<file path="src/rtl/tick_serial_tx_pkg.sv">
// Shared types and helpers for the tick-driven serial transmitter:
// FSM state encoding, data-width limits and the frame parity function.
package tick_serial_tx_pkg;

  typedef enum logic [2:0] {
    ST_IDLE   = 3'd0,
    ST_START  = 3'd1,
    ST_DATA   = 3'd2,
    ST_PARITY = 3'd3,
    ST_STOP   = 3'd4
  } tx_state_t;

  localparam int MIN_DATA_BITS = 5;
  localparam int MAX_DATA_BITS = 8;

  // XOR of the low nbits of data, inverted when odd parity is selected.
  function automatic logic calc_parity(input logic [MAX_DATA_BITS-1:0] data,
                                       input int nbits,
                                       input logic odd);
    logic p;
    p = odd;
    for (int i = 0; i < MAX_DATA_BITS; i++) begin
      if (i < nbits) p = p ^ data[i];
    end
    return p;
  endfunction

endpackage

</file>
<file path="src/rtl/tick_serial_tx_sync_fifo.sv">
// Small power-of-two FIFO with registered not-full flag and occupancy count.
// Pushes while full and pops while empty are ignored.
module sync_fifo #(
  parameter int WIDTH = 8,
  parameter int DEPTH = 4
) (
  input  logic                     clk,
  input  logic                     rst_n,
  input  logic                     i_push,
  input  logic [WIDTH-1:0]         i_data,
  input  logic                     i_pop,
  output logic [WIDTH-1:0]         o_data,
  output logic                     o_empty,
  output logic                     o_not_full,
  output logic [$clog2(DEPTH):0]   o_level
);

  localparam int AW = $clog2(DEPTH);
  localparam int LW = AW + 1;

  logic [WIDTH-1:0] r_mem [DEPTH];
  logic [AW-1:0]    r_wr_ptr;
  logic [AW-1:0]    r_rd_ptr;
  logic [LW-1:0]    r_level;
  logic             r_not_full;
  logic             w_do_push;
  logic             w_do_pop;
  logic [LW-1:0]    w_level_next;

  assign w_do_push    = i_push & r_not_full;
  assign w_do_pop     = i_pop & (r_level != '0);
  assign w_level_next = r_level + LW'(w_do_push) - LW'(w_do_pop);

  // not-full is derived from the next level so a filling push closes ready at once
  always_ff @(posedge clk or negedge rst_n) begin
    if (!rst_n) begin
      r_wr_ptr   <= '0;
      r_rd_ptr   <= '0;
      r_level    <= '0;
      r_not_full <= 1'b0;
    end else begin
      if (w_do_push) r_wr_ptr <= r_wr_ptr + 1'b1;
      if (w_do_pop)  r_rd_ptr <= r_rd_ptr + 1'b1;
      r_level    <= w_level_next;
      r_not_full <= (w_level_next != LW'(DEPTH));
    end
  end

  always_ff @(posedge clk) begin
    if (w_do_push) r_mem[r_wr_ptr] <= i_data;
  end

  assign o_data     = r_mem[r_rd_ptr];
  assign o_empty    = (r_level == '0);
  assign o_not_full = r_not_full;
  assign o_level    = r_level;

endmodule

</file>
<file path="src/rtl/tick_serial_tx.sv">
// Serial byte transmitter paced by an external bit-rate strobe: FIFO-buffered
// bytes are framed as start, LSB-first data, optional parity and stop bits.
module tick_serial_tx
  import tick_serial_tx_pkg::*;
#(
  parameter int DATA_BITS  = 8,
  parameter int PARITY_EN  = 0,
  parameter int PARITY_ODD = 0,
  parameter int STOP_BITS  = 1,
  parameter int FIFO_DEPTH = 4
) (
  input  logic                          clk,
  input  logic                          rst_n,
  input  logic                          bit_tick,
  input  logic [DATA_BITS-1:0]          in_data,
  input  logic                          in_valid,
  output logic                          in_ready,
  output logic                          tx,
  output logic                          busy,
  output logic [$clog2(FIFO_DEPTH):0]   level
);

  localparam int CW = $clog2(DATA_BITS);
  localparam logic [CW-1:0] BIT_LAST  = CW'(DATA_BITS - 1);
  localparam logic          STOP_LAST = 1'(STOP_BITS - 1);

  if (DATA_BITS < MIN_DATA_BITS || DATA_BITS > MAX_DATA_BITS) begin : g_bad_data_bits
    $error("tick_serial_tx: DATA_BITS must be 5..8");
  end
  if (STOP_BITS < 1 || STOP_BITS > 2) begin : g_bad_stop_bits
    $error("tick_serial_tx: STOP_BITS must be 1 or 2");
  end
  if (FIFO_DEPTH < 2 || (FIFO_DEPTH & (FIFO_DEPTH - 1)) != 0) begin : g_bad_depth
    $error("tick_serial_tx: FIFO_DEPTH must be a power of 2, >= 2");
  end

  tx_state_t              r_state;
  logic                   r_tick_s;
  logic                   r_tick_d;
  logic                   r_tx;
  logic [CW-1:0]          r_bit_cnt;
  logic                   r_stop_cnt;
  logic [DATA_BITS-1:0]   r_shift;
  logic                   r_parity;

  logic                   w_tick_p;
  logic                   w_empty;
  logic                   w_not_full;
  logic                   w_stop_done;
  logic                   w_pop;
  logic                   w_shift_en;
  logic [DATA_BITS-1:0]   w_fifo_data;

  sync_fifo #(
    .WIDTH (DATA_BITS),
    .DEPTH (FIFO_DEPTH)
  ) u_fifo (
    .clk        (clk),
    .rst_n      (rst_n),
    .i_push     (in_valid),
    .i_data     (in_data),
    .i_pop      (w_pop),
    .o_data     (w_fifo_data),
    .o_empty    (w_empty),
    .o_not_full (w_not_full),
    .o_level    (level)
  );

  // Rising-edge detect works for both pulse and square-wave strobes
  assign w_tick_p    = r_tick_s & ~r_tick_d;
  assign w_stop_done = (r_stop_cnt == STOP_LAST);
  assign w_pop       = w_tick_p & ~w_empty &
                       ((r_state == ST_IDLE) | ((r_state == ST_STOP) & w_stop_done));
  assign w_shift_en  = w_tick_p & (r_state == ST_DATA) & (r_bit_cnt != BIT_LAST);

  always_ff @(posedge clk or negedge rst_n) begin
    if (!rst_n) begin
      r_tick_s <= 1'b0;
      r_tick_d <= 1'b0;
    end else begin
      r_tick_s <= bit_tick;
      r_tick_d <= r_tick_s;
    end
  end

  always_ff @(posedge clk or negedge rst_n) begin
    if (!rst_n) begin
      r_state    <= ST_IDLE;
      r_tx       <= 1'b1;
      r_bit_cnt  <= '0;
      r_stop_cnt <= 1'b0;
    end else if (w_tick_p) begin
      unique case (r_state)
        ST_IDLE: begin
          r_tx <= 1'b1;
          if (!w_empty) begin
            r_tx    <= 1'b0;
            r_state <= ST_START;
          end
        end
        ST_START: begin
          r_tx      <= r_shift[0];
          r_bit_cnt <= '0;
          r_state   <= ST_DATA;
        end
        ST_DATA: begin
          if (r_bit_cnt == BIT_LAST) begin
            if (PARITY_EN != 0) begin
              r_tx    <= r_parity;
              r_state <= ST_PARITY;
            end else begin
              r_tx       <= 1'b1;
              r_stop_cnt <= 1'b0;
              r_state    <= ST_STOP;
            end
          end else begin
            r_tx      <= r_shift[1];
            r_bit_cnt <= r_bit_cnt + 1'b1;
          end
        end
        ST_PARITY: begin
          r_tx       <= 1'b1;
          r_stop_cnt <= 1'b0;
          r_state    <= ST_STOP;
        end
        ST_STOP: begin
          if (w_stop_done) begin
            // Chain straight into the next start bit when more data is queued
            if (!w_empty) begin
              r_tx    <= 1'b0;
              r_state <= ST_START;
            end else begin
              r_tx    <= 1'b1;
              r_state <= ST_IDLE;
            end
          end else begin
            r_stop_cnt <= r_stop_cnt + 1'b1;
          end
        end
        default: begin
          r_tx    <= 1'b1;
          r_state <= ST_IDLE;
        end
      endcase
    end
  end

  always_ff @(posedge clk) begin
    if (w_pop) begin
      r_shift  <= w_fifo_data;
      r_parity <= calc_parity(MAX_DATA_BITS'(w_fifo_data), DATA_BITS, (PARITY_ODD != 0));
    end else if (w_shift_en) begin
      r_shift <= r_shift >> 1;
    end
  end

  assign tx       = r_tx;
  assign in_ready = w_not_full;
  assign busy     = (r_state != ST_IDLE) | (level != '0);

endmodule

</file>
<file path="config.mk">
export PLATFORM = sky130hd
export DESIGN_NAME = tick_serial_tx
export DESIGN_NICKNAME = d
export VERILOG_FILES = /design/src/rtl/tick_serial_tx_pkg.sv /design/src/rtl/tick_serial_tx_sync_fifo.sv /design/src/rtl/tick_serial_tx.sv
export SDC_FILE = /design/constraint.sdc
export NUM_CORES = 1
export LEC_CHECK = 0
export ABC_AREA = 1
export CAP_MARGIN = 20
export CORE_MARGIN = 4
export CORE_UTILIZATION = 60
export DETAILED_ROUTE_END_ITERATION = 7
export MAX_ROUTING_LAYER = met4
export PLACE_DENSITY = 0.81
export SETUP_SLACK_MARGIN = 0.2
export SKIP_CTS_REPAIR_TIMING = 1
export SLEW_MARGIN = 40
export SYNTH_ARGS = -nofsm -noshare
export SYNTH_HDL_FRONTEND = slang
export SYNTH_SLANG_ARGS = --single-unit
</file>
<file path="constraint.sdc">
create_clock -name clk -period 4.4 [get_ports clk]
set_input_delay 0.88 -clock clk [delete_from_list [all_inputs] [get_ports clk]]
set_output_delay 0.88 -clock clk [all_outputs]
set_load 0.01 [all_outputs]
</file>
==> results.md <==
- Number of global-route vias before repair: 1537
- Worst Skew: a little over 0.008 ns
- Clock Power Share: about 25%
- Final-stage net count: between 200 and 300
- Register area share after synthesis: ~64%
- Area delta synth->final: 14.74%
- Port buffer count: 17
- Pwr Density: around 650 nW/um^2
- EDFF count, synth: 40
- Initial antenna violation count: 0
- Worst EP arrival: 1.67 ns
- Setup CP Type: reg -> out
- Initial DRC Count: 70
- Hold path cells: 0
- Initial Util: 62.53%
- Status: completed
- Non-filler cells, final: 308
- H-tree Lvls: 3
- Antenna cell count: 0
- FF-to-FF End: u_fifo.o_not_full$_DFF_PN0_
- Hold endpoint: r_tick_d$_DFF_PN0_
- Unrepaired setup endpoints after global routing: false
- DRT Pass-1 Iters: 5
- Total die area: roughly 5300 sq um
- Grt ovf: 0
- Synthesized Nets: 251
- Clock tree root driver cell: clkbuf_8
- Worst Tran Pin Value: ~0.76 ns
- Final Hold Fails: 0
- Cell count after placement: 292
- Net Sw Power: between 0.6 and 0.7 mW
- Pin count of the biggest net entering global routing: 19
- Hold slack: between 0.3 and 0.4 ns
- Final period util: between 50 and 60%
- Switching Share: 35.82%
- Residual DRC: 0
- Total wire length: 4136 microns
- Most used DFF post-synth: edfxtp_1
- CTS Sinks: 57
- CP endpoint kind: output pin
- WL/cell: ~13 microns
- Sequential fraction of design power: 44.0%
- Post-Place Setup Slack: roughly 1.6 ns
- Share of cells above drive strength 1: 13.18%
- Multi-input gate area: roughly 760 sq um
- #FFs+latches synth: 57
- VDD IR-drop max: between 0.0003 and 0.0004 V
- Final core utilization: between 70% and 80%
- Die Wd: 73.03 microns
- CORE AREA: 4058 sq um
- Mapped Avg Cell Area: roughly 11 sq um
- Unique cell type count in the Yosys netlist: 26
- Async SR Flop Fraction: 29.82%
- Top cells by area, synth: edfxtp_1, dfrtp_1, nand2_1, nor2_1, ha_1
- Synthesized instance count: between 200 and 250
- Share of the synthesized area in the top cell type: a little under half
- Final setup fails: 0
- Critical path peak fanout: 6
- Fillers: roughly 290
- Hold wc startpoint: r_tick_s$_DFF_PN0_
- Synthesized cell area: roughly 2500 sq um
- Final critical-path required period: between 2 and 3 ns
- Dominant cell type by area after synthesis: edfxtp_1
- Row count: 23
- Combinational Power Share: a little under a third
- Post-route setup TNS: 0 ns
- Vias: 1561
- FF-to-FF Start: u_fifo.o_level[1]$_DFF_PN0_
- Slew margin rel.: about half
- Total GRT Usage: a little under a fifth
- Kind of start point of the critical path: flop
- Die H: roughly 73 microns
- Hold Crit Class: reg -> reg
- Worst-Skew Late Latency: 0.34 ns
- Detailed placement HPWL: 2785 microns
- Leak: 1.218 nW
- Antenna-violating nets left: 0
- I/O pin count: 18
- Post-synth top cells: nand2_1, edfxtp_1, nor2_1, inv_1, o21ai_0
- Vias/cell: 5.068
- CTS tree: yes
- First-pass GRT wire length: ~7000 microns
- Reg2reg path depth: 11
- Synthesis warning total: 0
- Area of placed instances: 2721 sq um
- FF+latch area: about 1600 sq um
- Max-cap violations: 0
- Pins over their slew limit: 0
- Final Instance Area: between 2000 and 3000 sq um
- Setup ws final: 1.847 ns
- Num CTS Buffers: 9
- Total power: between 1.5 and 2 mW
- F_max: a little under 400 MHz
- Clock tree buffer depth: 2
- Count leader, synth: nand2_1
- GP Congestion: roughly 0.86
- R2R setup slack: 1.93 ns
- Internal power: ~1.2 mW
- Clk slew on worst S/H paths: about 0.060 ns
- Worst EP required: around 3.5 ns
[worst max-delay path, stage by stage, from the launching register on]
cell and delay [ns]:
dfrtp_1 0.45, inv_2 0.13, nand2_1 0.06, nor2_1 0.12, nand2_2 0.10, clkdlybuf4s50_1 0.48
[metal layers]
layer  wire length (microns)  GRT usage [%]
met1                    1810          22.02
met2                    2051          29.39
met3                     201          7.438
met4                      72          9.221
met5                       0              -
[state kept, by name, indices dropped and copies added (netlist names)]
name	flops
u_fifo.r_mem	32
r_shift	8
r_bit_cnt	3
r_state	3
u_fifo.o_level	3
u_fifo.r_rd_ptr	2
u_fifo.r_wr_ptr	2
r_tick_d	1
r_tick_s	1
tx	1
u_fifo.o_not_full	1
[power groups by stage]
stage / registers, mW / logic, mW / clock network (mW)
finish: 0.832 / 0.585 / 0.472
global route: 0.850 / 0.674 / 0.508
CTS: 0.832 / 0.591 / 0.482
detailed placement: 0.842 / 0.587 / 0
global placement: 0.839 / 0.563 / 0
floorplan: 0.811 / 0.459 / 0
[kinds of logic after synthesis]
kind of cell / share of synthesized area (%)
AO/OA/AOI/OAI: 5.670
AND/OR/NAND/NOR: 18.34
flip-flops: 64.15
buffers and inverters: 5.720
XOR/XNOR: 1.381
adder cells (fa/ha/maj): 4.734
[layout by cell type, fill, tap and decap left out, types with 2 or more instances in the layout]
| cell | n |
|---|---|
| nand2_1 | 45 |
| edfxtp_1 | 40 |
| nor2_1 | 36 |
| inv_1 | 20 |
| o21ai_0 | 16 |
| clkdlybuf4s50_1 | 16 |
| dfrtp_1 | 16 |
| o21ai_1 | 10 |
| nand3_1 | 9 |
| clkbuf_8 | 9 |
| ha_1 | 8 |
| inv_2 | 4 |
| nor2_2 | 3 |
| xor2_1 | 3 |
| nand3_2 | 3 |
| clkinvlp_4 | 3 |
| nand4_1 | 2 |
| clkinv_2 | 2 |
[worst max-delay path by stage]
stage                                 from                           to  cells after the start
6_report            r_state[0]$_DFFE_PN0P_                         busy                      5
5_1_grt        u_fifo.o_level[1]$_DFF_PN0_                         busy                      5
4_1_cts        u_fifo.o_level[1]$_DFF_PN0_                         busy                      5
3_5_place_dp                      in_valid  u_fifo.o_not_full$_DFF_PN0_                      8
3_3_place_gp                      in_valid  u_fifo.o_not_full$_DFF_PN0_                      8
2_1_floorplan  u_fifo.o_level[1]$_DFF_PN0_  u_fifo.o_not_full$_DFF_PN0_                     11
[area by class of cell]
class | instances | share of cell area (%)
clock buffer | 9 | 4.254
tap | 50 | 2.149
sequential | 57 | 55.91
inverter | 25 | 3.309
clock inverter | 7 | 2.450
timing repair buffer | 17 | 5.673
multi-input combinational | 143 | 26.26
(Power assumes the default switching activity.)
